[config.mk]
export PLATFORM = sky130hd
export DESIGN_NAME = bcd_to_binary
export DESIGN_NICKNAME = d
export VERILOG_FILES = /design/src/rtl/bcd_pkg.sv /design/src/rtl/bcd_mul10_sum.sv /design/src/rtl/bcd_to_binary.sv
export SDC_FILE = /design/constraint.sdc
export NUM_CORES = 1
export LEC_CHECK = 0
export CAP_MARGIN = 20
export CORE_MARGIN = 5
export CORE_UTILIZATION = 40
export DETAILED_ROUTE_END_ITERATION = 10
export PLACE_DENSITY = 0.72
export SLEW_MARGIN = 15
export SYNTH_ARGS = -nofsm -noshare
export SYNTH_HDL_FRONTEND = slang
export SYNTH_SLANG_ARGS = --single-unit
[constraint.sdc]
create_clock -name clk -period 5.8 [get_ports clk]
set_clock_uncertainty 0.15 [all_clocks]
set_input_delay 1.74 -clock clk [delete_from_list [all_inputs] [get_ports clk]]
set_output_delay 1.74 -clock clk [all_outputs]
set_load 0.05 [all_outputs]
[src/rtl/bcd_pkg.sv]
// bcd_pkg
// Shared constants and types for the BCD <-> binary conversion blocks.
// Holds the converter state encoding, the fixed digit count and binary
// width, and a small digit-validity helper.
package bcd_pkg;

  localparam int         NUM_DIGITOS = 4;
  localparam int         ANCHO_BIN   = 16;
  localparam logic [3:0] MAX_DIGITO  = 4'd9;

  typedef enum logic {
    IDLE = 1'b0,
    ACUM = 1'b1
  } estado_t;

  // A BCD digit is legal only in the range 0..9.
  function automatic logic digito_invalido(input logic [3:0] d);
    return d > MAX_DIGITO;
  endfunction

endpackage

[src/rtl/bcd_mul10_sum.sv]
// bcd_mul10_sum
// Combinational Horner step: resultado = acc*10 + digito.
// Ports:
//   acc       in  16  running accumulator
//   digito    in  4   BCD digit to add (zero-extended)
//   resultado out 16  acc*10 + digito, truncated to 16 bits
module bcd_mul10_sum
  import bcd_pkg::*;
(
  input  logic [ANCHO_BIN-1:0] acc,
  input  logic [3:0]           digito,
  output logic [ANCHO_BIN-1:0] resultado
);

  logic [ANCHO_BIN-1:0] por_diez;

  // acc*10 = acc*8 + acc*2. Truncating the 17-bit sum to 16 bits is the
  // same as adding modulo 2^16, so the shifts are kept at 16 bits. With
  // four legal digits the value never exceeds 9999, so nothing is lost.
  assign por_diez  = (acc << 3) + (acc << 1);
  assign resultado = por_diez + {{(ANCHO_BIN-4){1'b0}}, digito};

endmodule

[src/rtl/bcd_to_binary.sv]
// bcd_to_binary
// Sequential four-digit packed BCD to 16-bit binary converter. One digit is
// folded in per clock (thousands first) with a Horner multiply-by-ten.
// Ports:
//   clk            in   system clock, rising edge
//   rst            in   asynchronous active-high reset
//   start          in   conversion request, sampled only while idle
//   millares_input in 4 thousands digit
//   centenas_input in 4 hundreds digit
//   decenas_input  in 4 tens digit
//   unidades_input in 4 units digit
//   numero_output  out 16 last result, held until the next completion
//   ocupado        out  high while a conversion is in progress
//   listo          out  one-cycle completion pulse (result valid)
//   error          out  last accepted request had a digit > 9
module bcd_to_binary
  import bcd_pkg::*;
(
  input  logic                 clk,
  input  logic                 rst,
  input  logic                 start,
  input  logic [3:0]           millares_input,
  input  logic [3:0]           centenas_input,
  input  logic [3:0]           decenas_input,
  input  logic [3:0]           unidades_input,
  output logic [ANCHO_BIN-1:0] numero_output,
  output logic                 ocupado,
  output logic                 listo,
  output logic                 error
);

  estado_t                           estado_q, estado_d;
  logic [ANCHO_BIN-1:0]              acc_q, acc_d;
  logic [1:0]                        idx_q, idx_d;
  logic [NUM_DIGITOS-1:0][3:0]       digitos_q, digitos_d;
  logic [ANCHO_BIN-1:0]              numero_q, numero_d;
  logic                              listo_q, listo_d;
  logic                              error_q, error_d;

  // Element 0 is the thousands digit so idx walks in Horner order.
  logic [NUM_DIGITOS-1:0][3:0]       entrada;
  logic [NUM_DIGITOS-1:0]            digito_malo;
  logic                              hay_malo;
  logic [3:0]                        digito_sel;
  logic [ANCHO_BIN-1:0]              suma;

  assign entrada = {unidades_input, decenas_input, centenas_input, millares_input};

  // Validity is judged on the live inputs, since the decision is taken on
  // the same edge that captures them.
  for (genvar gi = 0; gi < NUM_DIGITOS; gi++) begin : g_valida
    assign digito_malo[gi] = digito_invalido(entrada[gi]);
  end
  assign hay_malo = |digito_malo;

  assign digito_sel = digitos_q[idx_q];

  bcd_mul10_sum u_mul10_sum (
    .acc       (acc_q),
    .digito    (digito_sel),
    .resultado (suma)
  );

  // State and datapath registers.
  always_ff @(posedge clk or posedge rst) begin
    if (rst) begin
      estado_q  <= IDLE;
      acc_q     <= '0;
      idx_q     <= '0;
      digitos_q <= '0;
      numero_q  <= '0;
      listo_q   <= 1'b0;
      error_q   <= 1'b0;
    end else begin
      estado_q  <= estado_d;
      acc_q     <= acc_d;
      idx_q     <= idx_d;
      digitos_q <= digitos_d;
      numero_q  <= numero_d;
      listo_q   <= listo_d;
      error_q   <= error_d;
    end
  end

  // Next-state logic. An invalid request never leaves IDLE.
  always_comb begin
    estado_d = estado_q;
    case (estado_q)
      IDLE:    if (start && !hay_malo) estado_d = ACUM;
      ACUM:    if (idx_q == 2'd3)      estado_d = IDLE;
      default: estado_d = IDLE;
    endcase
  end

  // Datapath updates. listo defaults low so it only ever lasts one cycle
  // per accepted request or completed conversion.
  always_comb begin
    acc_d     = acc_q;
    idx_d     = idx_q;
    digitos_d = digitos_q;
    numero_d  = numero_q;
    listo_d   = 1'b0;
    error_d   = error_q;
    case (estado_q)
      IDLE: begin
        if (start) begin
          digitos_d = entrada;
          if (hay_malo) begin
            numero_d = '0;
            error_d  = 1'b1;
            listo_d  = 1'b1;
          end else begin
            acc_d   = '0;
            idx_d   = 2'd0;
            error_d = 1'b0;
          end
        end
      end
      ACUM: begin
        acc_d = suma;
        idx_d = idx_q + 2'd1;
        if (idx_q == 2'd3) begin
          numero_d = suma;
          listo_d  = 1'b1;
        end
      end
      default: ;
    endcase
  end

  // Outputs.
  always_comb begin
    ocupado       = (estado_q != IDLE);
    numero_output = numero_q;
    listo         = listo_q;
    error         = error_q;
  end

endmodule

======== Yosys cells after proc, flatten, opt, wreduce, memory -nomap -nowiden ========
Cells that the tools add are included.
Widths: inputs -> output; s select.
operators by class
  add/subtract/negate cells ............... 3
  order comparisons ....................... 5
  equality and inequality tests ........... 5
  mux-type cells .......................... 19
  bitwise operators ....................... 1
  reduce and logical (&&, ||, !) cells .... 6
operators with widths
  cell                 number
  $mux 16              3
  $pmux 16 s2          1
  $mux 15              2
  $pmux 15 s2          1
  $add 16x16->16       1
  $add 16x4->16        1
  $gt 4x4->1 const B   4
  $bmux 4 s2           1
  $ne 2x2->1 const B   3
  $mux 1               5
  $mux 2               2
  $mux 4               1
  $pmux 1 s2           2
  $pmux 2 s2           1
  $reduce_and 2->1     2
  $reduce_or 4->1      1
  $lt 2x3->1 const B   1
  $reduce_and 3->1     1
  $add 2x1->2 const B  1
  $eq 2x2->1 const B   1
  $ne 2x1->1 const B   1
  $logic_and 1x1->1    1
  $logic_not 1->1      1
  $not 1->1            1
word-level totals
  flip-flop bits (word level) ............. 52
  input port bits ......................... 19
  output and inout port bits .............. 19
  logic and storage cells ................. 49

======== Longest topological paths before layout ========
Gate-level depths: netlist (run 1).
  word-level depth ........................ 6
  mapped depth ............................ 10

======== Cells and area by module ========
From an unflattened synthesis (run 1), not the netlist that was laid out.
second synthesis, totals
  cells, all modules ...................... 333
  area total of the unflattened synthesis .. 3169.3 um^2
by module, submodules not included
  module         instances  cells an instance  area each (um^2)  seq. area each (um^2)
  bcd_to_binary  1          221                2275.9            1326.3
  bcd_mul10_sum  1          112                893.4             0.0

======== Worst setup path after synthesis (run 1) ========
No wires, ideal clock.
  path type ............................... register to register
  from .................................... register idx_q[0]
  to ...................................... register acc_q[14]
  library setup time ...................... 0.121 ns
  data arrival time ....................... 3.070 ns
  required time ........................... 5.529 ns
  slack ................................... 2.459 ns
  cell stages (with the launch flop) ...... 10
  buffers on the path ..................... 0
  clock period less this slack ............ 3.341 ns
  cell sequence ........................... dfrtp_1 mux4_2 ha_1 ha_1 fa_1 a21o_2 a311oi_2 nor4_1 or3_1 a32o_2
between the ends
  longest elaborated chain between the ends .. 4
RTL lines
  element                       RTL line              source
  start: declaration            bcd_to_binary.sv:34   logic [1:0] idx_q, idx_d;
  start signal: assignment      bcd_to_binary.sv:77   idx_q <= idx_d;
  $bmux 4 s2                    bcd_to_binary.sv:56   assign digito_sel = digitos_q[idx_q];
  $mux 4 (implied by the code)  bcd_to_binary.sv:56
  $add 16x4->16                 bcd_mul10_sum.sv:21   assign resultado = por_diez + {{(ANCHO_BIN-4){1'b0}}, digito};
  $pmux 15 s2                   bcd_to_binary.sv:104  case (estado_q)
  end signal: assignment        bcd_to_binary.sv:68   acc_q <= '0;
  end signal: assignment        bcd_to_binary.sv:76   acc_q <= acc_d;
  end: declaration              bcd_to_binary.sv:33   logic [ANCHO_BIN-1:0] acc_q, acc_d;
Every way passes these cells. The select of a mux whose other input is x is not followed.
A chain may end at the register's enable or synchronous reset.

======== Final worst setup path (run 1) ========
Ends and elaborated chain as after synthesis.

==> reports/qor.yml, run 1 <==
layout:
  fin_area_um2: 3555
  final_nets: 351
  multiInputGateArea_um2: 1575
  final_cells: 403
  insertedDiodeCount: 0
  syn_to_final_growth_pct: 19.47
  seq_area_um2: 1301
  fillerInstances: 672
  drive_gt1_share_pct: 13.49
route:
  drtIter0Drc: 139
  wl_met1_um: 2868
  route.met2.wl_um: 3127
  vias: 2222
  routed_wl_um: 6442
  postRouteAntennaNets: 0
  avgViaCountPerCell: 5.514
  wl_met3_um: 328
  top_layer_used: "met4"
  drc: 0
  wl_per_cell_um: 15.99
  drt-pass1-iter-count: 4
die:
  die_x_um: 96.25
  boundaryPins: 38
  die_area_um2: 9263
  initial_core_util_pct: 41.02
  rows: 31
  dieHeight_um: 96.25
  core_um2: 7253
grt:
  grt_max_degree: 53
  antenna_found_initial: 0
  grtUsageTotal_pct: 15.45
  grt_first_pass_wirelength_um: 11190
  grt_pass1_vias: 2332
  grt-ovfl-total: 0
timing:
  maxSlewViolCount: 0
  worst_pin_slew_ns: 0.8806
  fin_tns_setup_ns: 0
  hold_ws_ns: 0.3215
  hold_violations: 0
  finalCritPeriodShare_pct: 62.92
  fin_crit_ns: 3.649
  max_freq_mhz: 274.0
  rsz0062_at_grt: "no"
  finalSetupViolCount: 0
  relSlewSlack_pct: 41.22
logic_synthesis:
  synth-edff-count: 0
  synth_seq_cells: 52
  async_flop_share_pct: 100.0
  netlist.area_leader.share_pct: 43.73
  synth_seq_area_share_pct: 43.73
  syn_inst: 269
  syn_nets: 317
  synth_area_um2: 2975
  yosys-top-cells-count: "52 x dfrtp_1, 27 x ha_1, 27 x nand2_1"
  synth_ff_type: "dfrtp_1"
  synth.most_common_cell: "dfrtp_1"
  avgSynthCellArea_um2: 11.06
  yosys.area.top_type: "dfrtp_1"
  yosys.cell_types.count: 52
  synth_area_leaders: "dfrtp_1 44%, ha_1 11%, mux2_2 6.8%"
  yosysWarnings: 0
setup_path:
  reg2reg_depth: 9
  required_ns: 5.86
  arrival_ns: 3.71
  path_class: "flop to flop"
  cp-end-kind: "flop"
  start_kind: "flop"
  cp_max_fo: 6
min_path:
  hold_class: "flop to flop"
  hold_depth: 2
placement:
  dpl_cell_area_um2: 3438
  gp_congestion: 0.8390
  placed_cells: 395
  io_buffers: 37
  dp_hpwl_um: 4688
clock_tree:
  postCtsSetupBuffers: 0
  htree_levels: 2
  clockBufferDepth: 2
  ctsResizeCount: 0
  tritoncts: "yes"
  clkTransAtPathRegs_ns: 0.10
  cts_root_buffer: "clkbuf_8"
  ctsHoldBuffers: 0
  cts_made_buffers: 5
  clkLatencyLatePin_ns: 0.31
  cts_sinks: 52
flow_run:
  max-cap-violations: 0
run_status:
  status: "completed"
==> cell type report <==
class | count | share of cell area, %
multi-input cells | 193 | 44.32
flip-flops and latches | 52 | 36.61
repair buffers | 41 | 11.26
well taps | 99 | 3.485
clock buffers | 5 | 1.936
clock inverters | 3 | 1.302
inverters | 10 | 1.091
==> registers in the layout, indices dropped and copies added, names as in the netlist <==
signal	count
listo	1
numero_output	16
ocupado	1
error	1
acc_q	15
digitos_q	16
idx_q	2
==> kinds of logic (layout without fill, tap and decap cells) <==
logic type | Yosys count | count (layout) | synth area share [%]
flops | 52 | 52 | 43.73
xor+xnor | 7 | 7 | 2.061
fa+ha+maj | 29 | 29 | 12.70
buf+inv | 24 | 59 | 3.322
simple gates | 66 | 66 | 10.85
mux | 22 | 22 | 9.840
compound gates | 69 | 69 | 17.49
==> per-layer routing <==
layer  vias to the layer above  track usage (%)
li1                       1069                -
met1                      1081            19.96
met2                        57            25.19
met3                        15            3.518
met4                         0            5.806
met5                         -                0
==> placed cells by master (no fill, tap or decap), types with 3 or more instances in the layout <==
master | synthesis | routed
or3_1 | 4 | 4
nor2_1 | 6 | 6
clkdlybuf4s50_1 | 0 | 37
buf_4 | 0 | 4
mux2_2 | 18 | 18
nand3_1 | 10 | 10
dfrtp_1 | 52 | 52
a22o_1 | 9 | 9
clkbuf_8 | 0 | 5
nor3_1 | 3 | 3
nand4_1 | 4 | 4
ha_1 | 27 | 27
inv_1 | 10 | 9
o21ai_0 | 10 | 10
nand2_1 | 27 | 27
xnor2_1 | 5 | 5
o211ai_1 | 3 | 3
a32o_1 | 4 | 4
a32oi_1 | 3 | 3
a21oi_1 | 11 | 11
mux4_2 | 4 | 4
a21o_1 | 5 | 5
and2_1 | 3 | 3
==> final timing paths <==
check / from / to / slack (ns)
max in group asynchronous: rst / numero_output[12] / 3.23
setup reg to reg: idx_q[0] / acc_q[14] / 2.15
setup / recovery: idx_q[0] / acc_q[14] / 2.15
hold reg to reg: numero_output[1] / numero_output[1] / 0.32
min in group asynchronous: rst / numero_output[10] / 1.75
hold / removal: numero_output[1] / numero_output[1] / 0.32
==> metrics by stage <==
step / worst slack (ns) / util (%)
after floorplan: 2.459 / -
after global placement: 2.186 / 47.40
after detailed placement: 2.108 / 47.40
after CTS: 2.153 / 48.99
after global routing: 2.034 / 49.01
final: 2.151 / 49.01
==> critical path, cell delays in order (launching register included) <==
cell and delay, ns:
dfrtp_1 0.53, mux4_2 0.55, ha_1 0.29, ha_1 0.22, fa_1 0.42, a21o_2 0.26, a311oi_2 0.38, nor4_1 0.12
or3_1 0.35, a32o_2 0.27
Power of run 1 is left out: the tool's default activity adds up to more than one toggle a clock period on the data nets, which glitch-free logic cannot reach.
==> run 2, diff against run 1 <==
--- a/config.mk
+++ b/config.mk
@@ -9,7 +9,7 @@
 export CORE_MARGIN = 5
 export CORE_UTILIZATION = 40
 export DETAILED_ROUTE_END_ITERATION = 10
-export PLACE_DENSITY = 0.72
+export PLACE_DENSITY = 0.74
 export SLEW_MARGIN = 15
 export SYNTH_ARGS = -nofsm -noshare
 export SYNTH_HDL_FRONTEND = slang
==> constraint.sdc (replaced) <==
create_clock -name clk -period 3.3 [get_ports clk]
set_clock_uncertainty 0.15 [all_clocks]
set_input_delay 0.99 -clock clk [delete_from_list [all_inputs] [get_ports clk]]
set_output_delay 0.99 -clock clk [all_outputs]
set_load 0.05 [all_outputs]
==> reports/qor.yml, run 2 (same netlist as run 1, synthesis figures left out) <==
route:
  wl_per_cell_um: 15.86  # -0.79%
  vias: 2248  # +1.2%
  drtIter0Drc: 89  # -36%
  drc: 0  # unchanged
  postRouteAntennaNets: 0  # unchanged
  avgViaCountPerCell: 5.483  # -0.56%
  drt-pass1-iter-count: 4  # unchanged
  routed_wl_um: 6502  # +0.93%
setup_path:
  arrival_ns: 3.37  # -0.34 ns
  cp_slowest_cell: "mux4_2"
  crit_buf_inv: 0  # unchanged
  start_kind: "flop"
  reg2reg_depth: 9  # unchanged
  cp_max_fo: 3  # -3
  r2r-start: "idx_q[0]"
  required_ns: 3.36  # -2.50 ns
  crit_chain: "mux4_2, ha_4, ha_4, fa_2, a21o_4, a311oi_4, nor4_2, or3_1, a32o_2"
  path_class: "flop to flop"
  cpPeakStageDelay_ns: 0.54  # about the same
  cpMostUsedCell: "ha_4"
  rr_endpoint: "acc_q[14]"
  critical-path-top-delay-family: "compound AO/OA/AOI/OAI gates"
  reg2reg_slack_ns: -0.01  # -2.16 ns
  cp-end-kind: "flop"
  crit_cells: 9  # unchanged
timing:
  finalCritPeriodShare_pct: 100.3  # +37 points
  max_freq_mhz: 302.0  # +10%
  setup_ws_ns: -0.01080  # -2.161 ns
  maxSlewViolCount: 0  # unchanged
  relSlewSlack_pct: 62.14  # +21 points
  fin_tns_setup_ns: -0.01899  # -0.01899 ns
  fin_crit_ns: 3.311  # -0.3386 ns
  worst_pin_slew_ns: 0.5670  # -0.3136 ns
  finalSetupViolCount: 2  # +2
  rsz0062_at_grt: "yes"
  hold_violations: 0  # unchanged
die:
  boundaryPins: 38  # unchanged
  initial_core_util_pct: 41.02  # unchanged
  core_um2: 7253  # unchanged
  die_area_um2: 9263  # unchanged
  rows: 31  # unchanged
  dieHeight_um: 96.25  # unchanged
  die_x_um: 96.25  # unchanged
layout:
  final_nets: 358  # +2.0%
  syn_to_final_growth_pct: 23.89
  drive_gt1_share_pct: 17.68  # +4.2 points
  layout_common_cells: "50 x dfrtp_1, 37 x clkdlybuf4s50_1, 27 x nand2_1"
  fillerInstances: 680  # +1.2%
  insertedDiodeCount: 0  # unchanged
  final_common_cell: "dfrtp_1"
min_path:
  hold_depth: 2  # unchanged
  hold_end: "numero_output[1]"
  hold_class: "flop to flop"
  holdCritStartpoint: "numero_output[1]"
grt:
  grtUsageTotal_pct: 15.61  # +0.15 points
  antenna_found_initial: 0  # unchanged
  grt_pass1_vias: 2292  # -1.7%
  grt_max_degree: 31  # -42%
  grt_first_pass_wirelength_um: 11250  # +0.55%
  grt-ovfl-total: 0  # unchanged
clock_tree:
  clockBufferDepth: 2  # unchanged
  cts_sinks: 52  # unchanged
  cts_made_buffers: 5  # unchanged
  tritoncts: "yes"
  ctsHoldBuffers: 0  # unchanged
  cts_root_buffer: "clkbuf_8"
  clkTransAtPathRegs_ns: 0.10  # about the same
  htree_levels: 2  # unchanged
  clkLatencyLatePin_ns: 0.31  # about the same
placement:
  io_buffers: 37  # unchanged
  place_ws_ns: -0.02412  # -2.133 ns
  gp_congestion: 0.9018  # +7.5%
  dp_hpwl_um: 4969  # +6.0%
flow_run:
  max-cap-violations: 0  # unchanged
run_status:
  status: "finished with violations"
  violations: "negative setup slack"
## run 2: cell types whose count changed in the layout (fill, tap and decap cells not counted), sizes merged
cell	previous run	this run
buf	4	11
## run 2: metrics by stage
stage | cells | util [%] | hold WS (ns) | cell area [um2]
6_report | 410 | 50.82 | 0.3285 | 3686
5_1_grt | 410 | 50.82 | 0.3684 | 3686
4_1_cts | 410 | 50.03 | 0.3370 | 3628
3_5_place_dp | 402 | 48.49 | 0.3139 | 3517
3_3_place_gp | 402 | 48.49 | 0.3067 | 3517
2_1_floorplan | 269 | - | 0.3198 | 2977
## run 2: layer usage
layer	track usage, %	vias to the layer above	routed length, um
li1	-	1089	-
met1	20.35	1109	2838
met2	26.28	41	3312
met3	3.206	9	277
met4	4.147	0	74
met5	0	-	0
## run 2: worst max-delay path by stage
stage                   from                 to
floorplan           idx_q[0]          acc_q[14]
global placement    idx_q[0]  numero_output[14]
detailed placement  idx_q[0]          acc_q[14]
global route        idx_q[0]  numero_output[14]
CTS                 idx_q[0]          acc_q[14]
finish              idx_q[0]          acc_q[14]
## run 2: what timing repair did
item | CTS | global route
resized for setup | 0 | 9
setup endpoints to repair | 2 | 7
buffers inserted | 0 | 1
pin swaps | 1 | 8
endpoints found under the hold margin | 0 | 0
## run 2: layout make-up
class                      count  area [um2]  area share (%)
clock buffer                   5       68.82           1.867
multi-input combinational    193        1632           44.26
timing repair buffer          48       478.0           12.97
tap                           99       123.9           3.360
sequential                    52        1304           35.37
clock inverter                 3       42.54           1.154
inverter                      10       37.54           1.018
## run 2: worst reg2reg max path: cells and delay by family, from the launching register on
kind                     cells  cell delay [ns]
AO/OA/AOI/OAI                3             0.83
adder cells (fa/ha/maj)      3             0.80
flip-flops                   1             0.41
multiplexers                 1             0.54
AND/OR/NAND/NOR              2             0.47
Power of run 2 is left out for the same reason.
==> run 3, diff against run 2 <==
--- a/config.mk
+++ b/config.mk
@@ -6,6 +6,7 @@
 export NUM_CORES = 1
 export LEC_CHECK = 0
 export CAP_MARGIN = 20
+export CORE_ASPECT_RATIO = 1.2
 export CORE_MARGIN = 5
 export CORE_UTILIZATION = 40
 export DETAILED_ROUTE_END_ITERATION = 10
@@ -13,4 +14,5 @@
 export SLEW_MARGIN = 15
 export SYNTH_ARGS = -nofsm -noshare
 export SYNTH_HDL_FRONTEND = slang
+export SYNTH_HIERARCHICAL = 1
 export SYNTH_SLANG_ARGS = --single-unit
==> reports/qor.yml, run 3 <==
run_status:
  status: "completed"
setup_path:
  start_kind: "flop"
  reg2reg_slack_ns: 0.04  # +0.05 ns
  cp_max_fo: 3  # unchanged
  path_class: "flop to flop"
  reg2reg_depth: 13  # +4
  rr_endpoint: "numero_output[15]"
  required_ns: 3.32  # -0.04 ns
  r2r-start: "idx_q[0]"
  arrival_ns: 3.29  # -0.08 ns
  cp-end-kind: "flop"
timing:
  worst_pin_slew_ns: 0.6723  # +0.1053 ns
  relSlewSlack_pct: 55.18  # -7.0 points
  fin_tns_setup_ns: 0  # +0.01899 ns
  finalSetupViolCount: 0  # -2
  maxSlewViolCount: 0  # unchanged
  fin_crit_ns: 3.262  # -0.04852 ns
  max_freq_mhz: 306.5  # +1.5%
  finalCritPeriodShare_pct: 98.86  # -1.5 points
  setup_ws_ns: 0.03772  # +0.04852 ns
  hold_violations: 0  # unchanged
grt:
  grt_first_pass_wirelength_um: 12130  # +7.8%
  grt-ovfl-total: 0  # unchanged
  antenna_found_initial: 0  # unchanged
  grt_max_degree: 34  # +9.7%
  grt_pass1_vias: 2577  # +12%
  grtUsageTotal_pct: 15.24  # -0.37 points
logic_synthesis:
  synth_area_um2: 3129  # +5.2%
  avgSynthCellArea_um2: 9.483  # -14%
  syn_inst: 330  # +23%
  yosysWarnings: 6  # +6
  syn_nets: 378  # +19%
die:
  core_um2: 7664  # +5.7%
  boundaryPins: 38  # unchanged
  die_x_um: 90.74  # -5.7%
  rows: 35  # +13%
  initial_core_util_pct: 40.83  # -0.19 points
  die_area_um2: 9699  # +4.7%
  dieHeight_um: 106.9  # +11%
clock_tree:
  cts_root_buffer: "clkbuf_8"
  ctsHoldBuffers: 0  # unchanged
  cts_sinks: 52  # unchanged
  clkLatencyLatePin_ns: 0.31  # about the same
  clockBufferDepth: 2  # unchanged
  clkTransAtPathRegs_ns: 0.10  # about the same
  tritoncts: "yes"
  cts_made_buffers: 5  # unchanged
  htree_levels: 2  # unchanged
route:
  routed_wl_um: 7642  # +18%
  drt-pass1-iter-count: 4  # unchanged
  postRouteAntennaNets: 0  # unchanged
  avgViaCountPerCell: 5.545  # +1.1%
  drc: 0  # unchanged
  drtIter0Drc: 243  # +170%
  wl_per_cell_um: 16.47  # +3.9%
  vias: 2573  # +14%
layout:
  final_nets: 419  # +17%
  fillerInstances: 699  # +2.8%
  drive_gt1_share_pct: 13.44  # -4.2 points
  multiInputGateArea_um2: 1752  # +7.4%
  final_util_pct: 50.17  # -0.65 points
  layout_common_cells: "89 x nand2_1, 51 x dfrtp_1, 38 x a21oi_1"
  insertedDiodeCount: 0  # unchanged
  syn_to_final_growth_pct: 22.87
  fin_area_um2: 3845  # +4.3%
  seq_area_um2: 1303  # about the same
  final_common_cell: "nand2_1"
placement:
  io_buffers: 37  # unchanged
  dpl_cell_area_um2: 3601  # +2.4%
  place_ws_ns: -0.04464  # -0.02052 ns
  dp_hpwl_um: 5492  # +11%
  gp_congestion: 0.8966  # -0.58%
flow_run:
  max-cap-violations: 0  # unchanged
min_path:
  hold_depth: 2  # unchanged
  hold_end: "digitos_q[2]"
  hold_class: "flop to flop"
  holdCritStartpoint: "digitos_q[2]"
run 3: how the worst max path moves through the flow:
stage / startpoint / to / slack (ns) / depth (start not counted)
floorplan: idx_q[0] / acc_q[14] / 0.10 / 12
global placement: idx_q[0] / acc_q[14] / 0.07 / 11
detailed placement: idx_q[0] / acc_q[14] / -0.04 / 11
CTS: idx_q[0] / acc_q[14] / 0.005 / 11
global route: idx_q[0] / acc_q[13] / -0.05 / 12
finish: idx_q[0] / numero_output[15] / 0.04 / 13
run 3: cell type report:
| type | count | share of cell area [%] |
|---|---|---|
| timing repair buffer | 51 | 13.05 |
| inverter | 14 | 1.367 |
| multi-input combinational | 247 | 45.56 |
| clock inverter | 2 | 1.009 |
| sequential | 52 | 33.88 |
| clock buffer | 6 | 2.148 |
| tap | 92 | 2.994 |
run 3: metrics by stage:
step | hold slack, ns | cells
after floorplan | 0.2903 | 330
after global placement | 0.3037 | 451
after detailed placement | 0.3163 | 451
after CTS | 0.3409 | 459
after global routing | 0.3562 | 464
final | 0.3332 | 464
run 3: worst max-delay path, stage by stage (launching register included):
cell	delay, ns
dfrtp_2	0.45
mux4_2	0.35
inv_2	0.05
fa_1	0.58
inv_1	0.06
ha_1	0.31
a21oi_2	0.21
o211ai_2	0.13
buf_4	0.18
nand4_1	0.10
o211ai_1	0.09
or3b_1	0.35
nand2_1	0.06
a21oi_1	0.07
run 3: timing repair:
action                                 in CTS  in global routing
buffers inserted                            0                  5
resized for setup                           3                 17
setup endpoints to repair                   7                 12
endpoints found under the hold margin       0                  0
gates cloned                                0                  0
pin swaps                                   0                 11
run 3: per-layer routing:
| layer | vias up | routed length (um) | track usage [%] |
|---|---|---|---|
| li1 | 1207 | - | - |
| met3 | 18 | 352 | 2.035 |
| met2 | 76 | 3979 | 28.35 |
| met4 | 0 | 184 | 4.149 |
| met5 | - | 0 | 0 |
| met1 | 1272 | 3125 | 18.25 |
Power of run 3 is left out for the same reason.
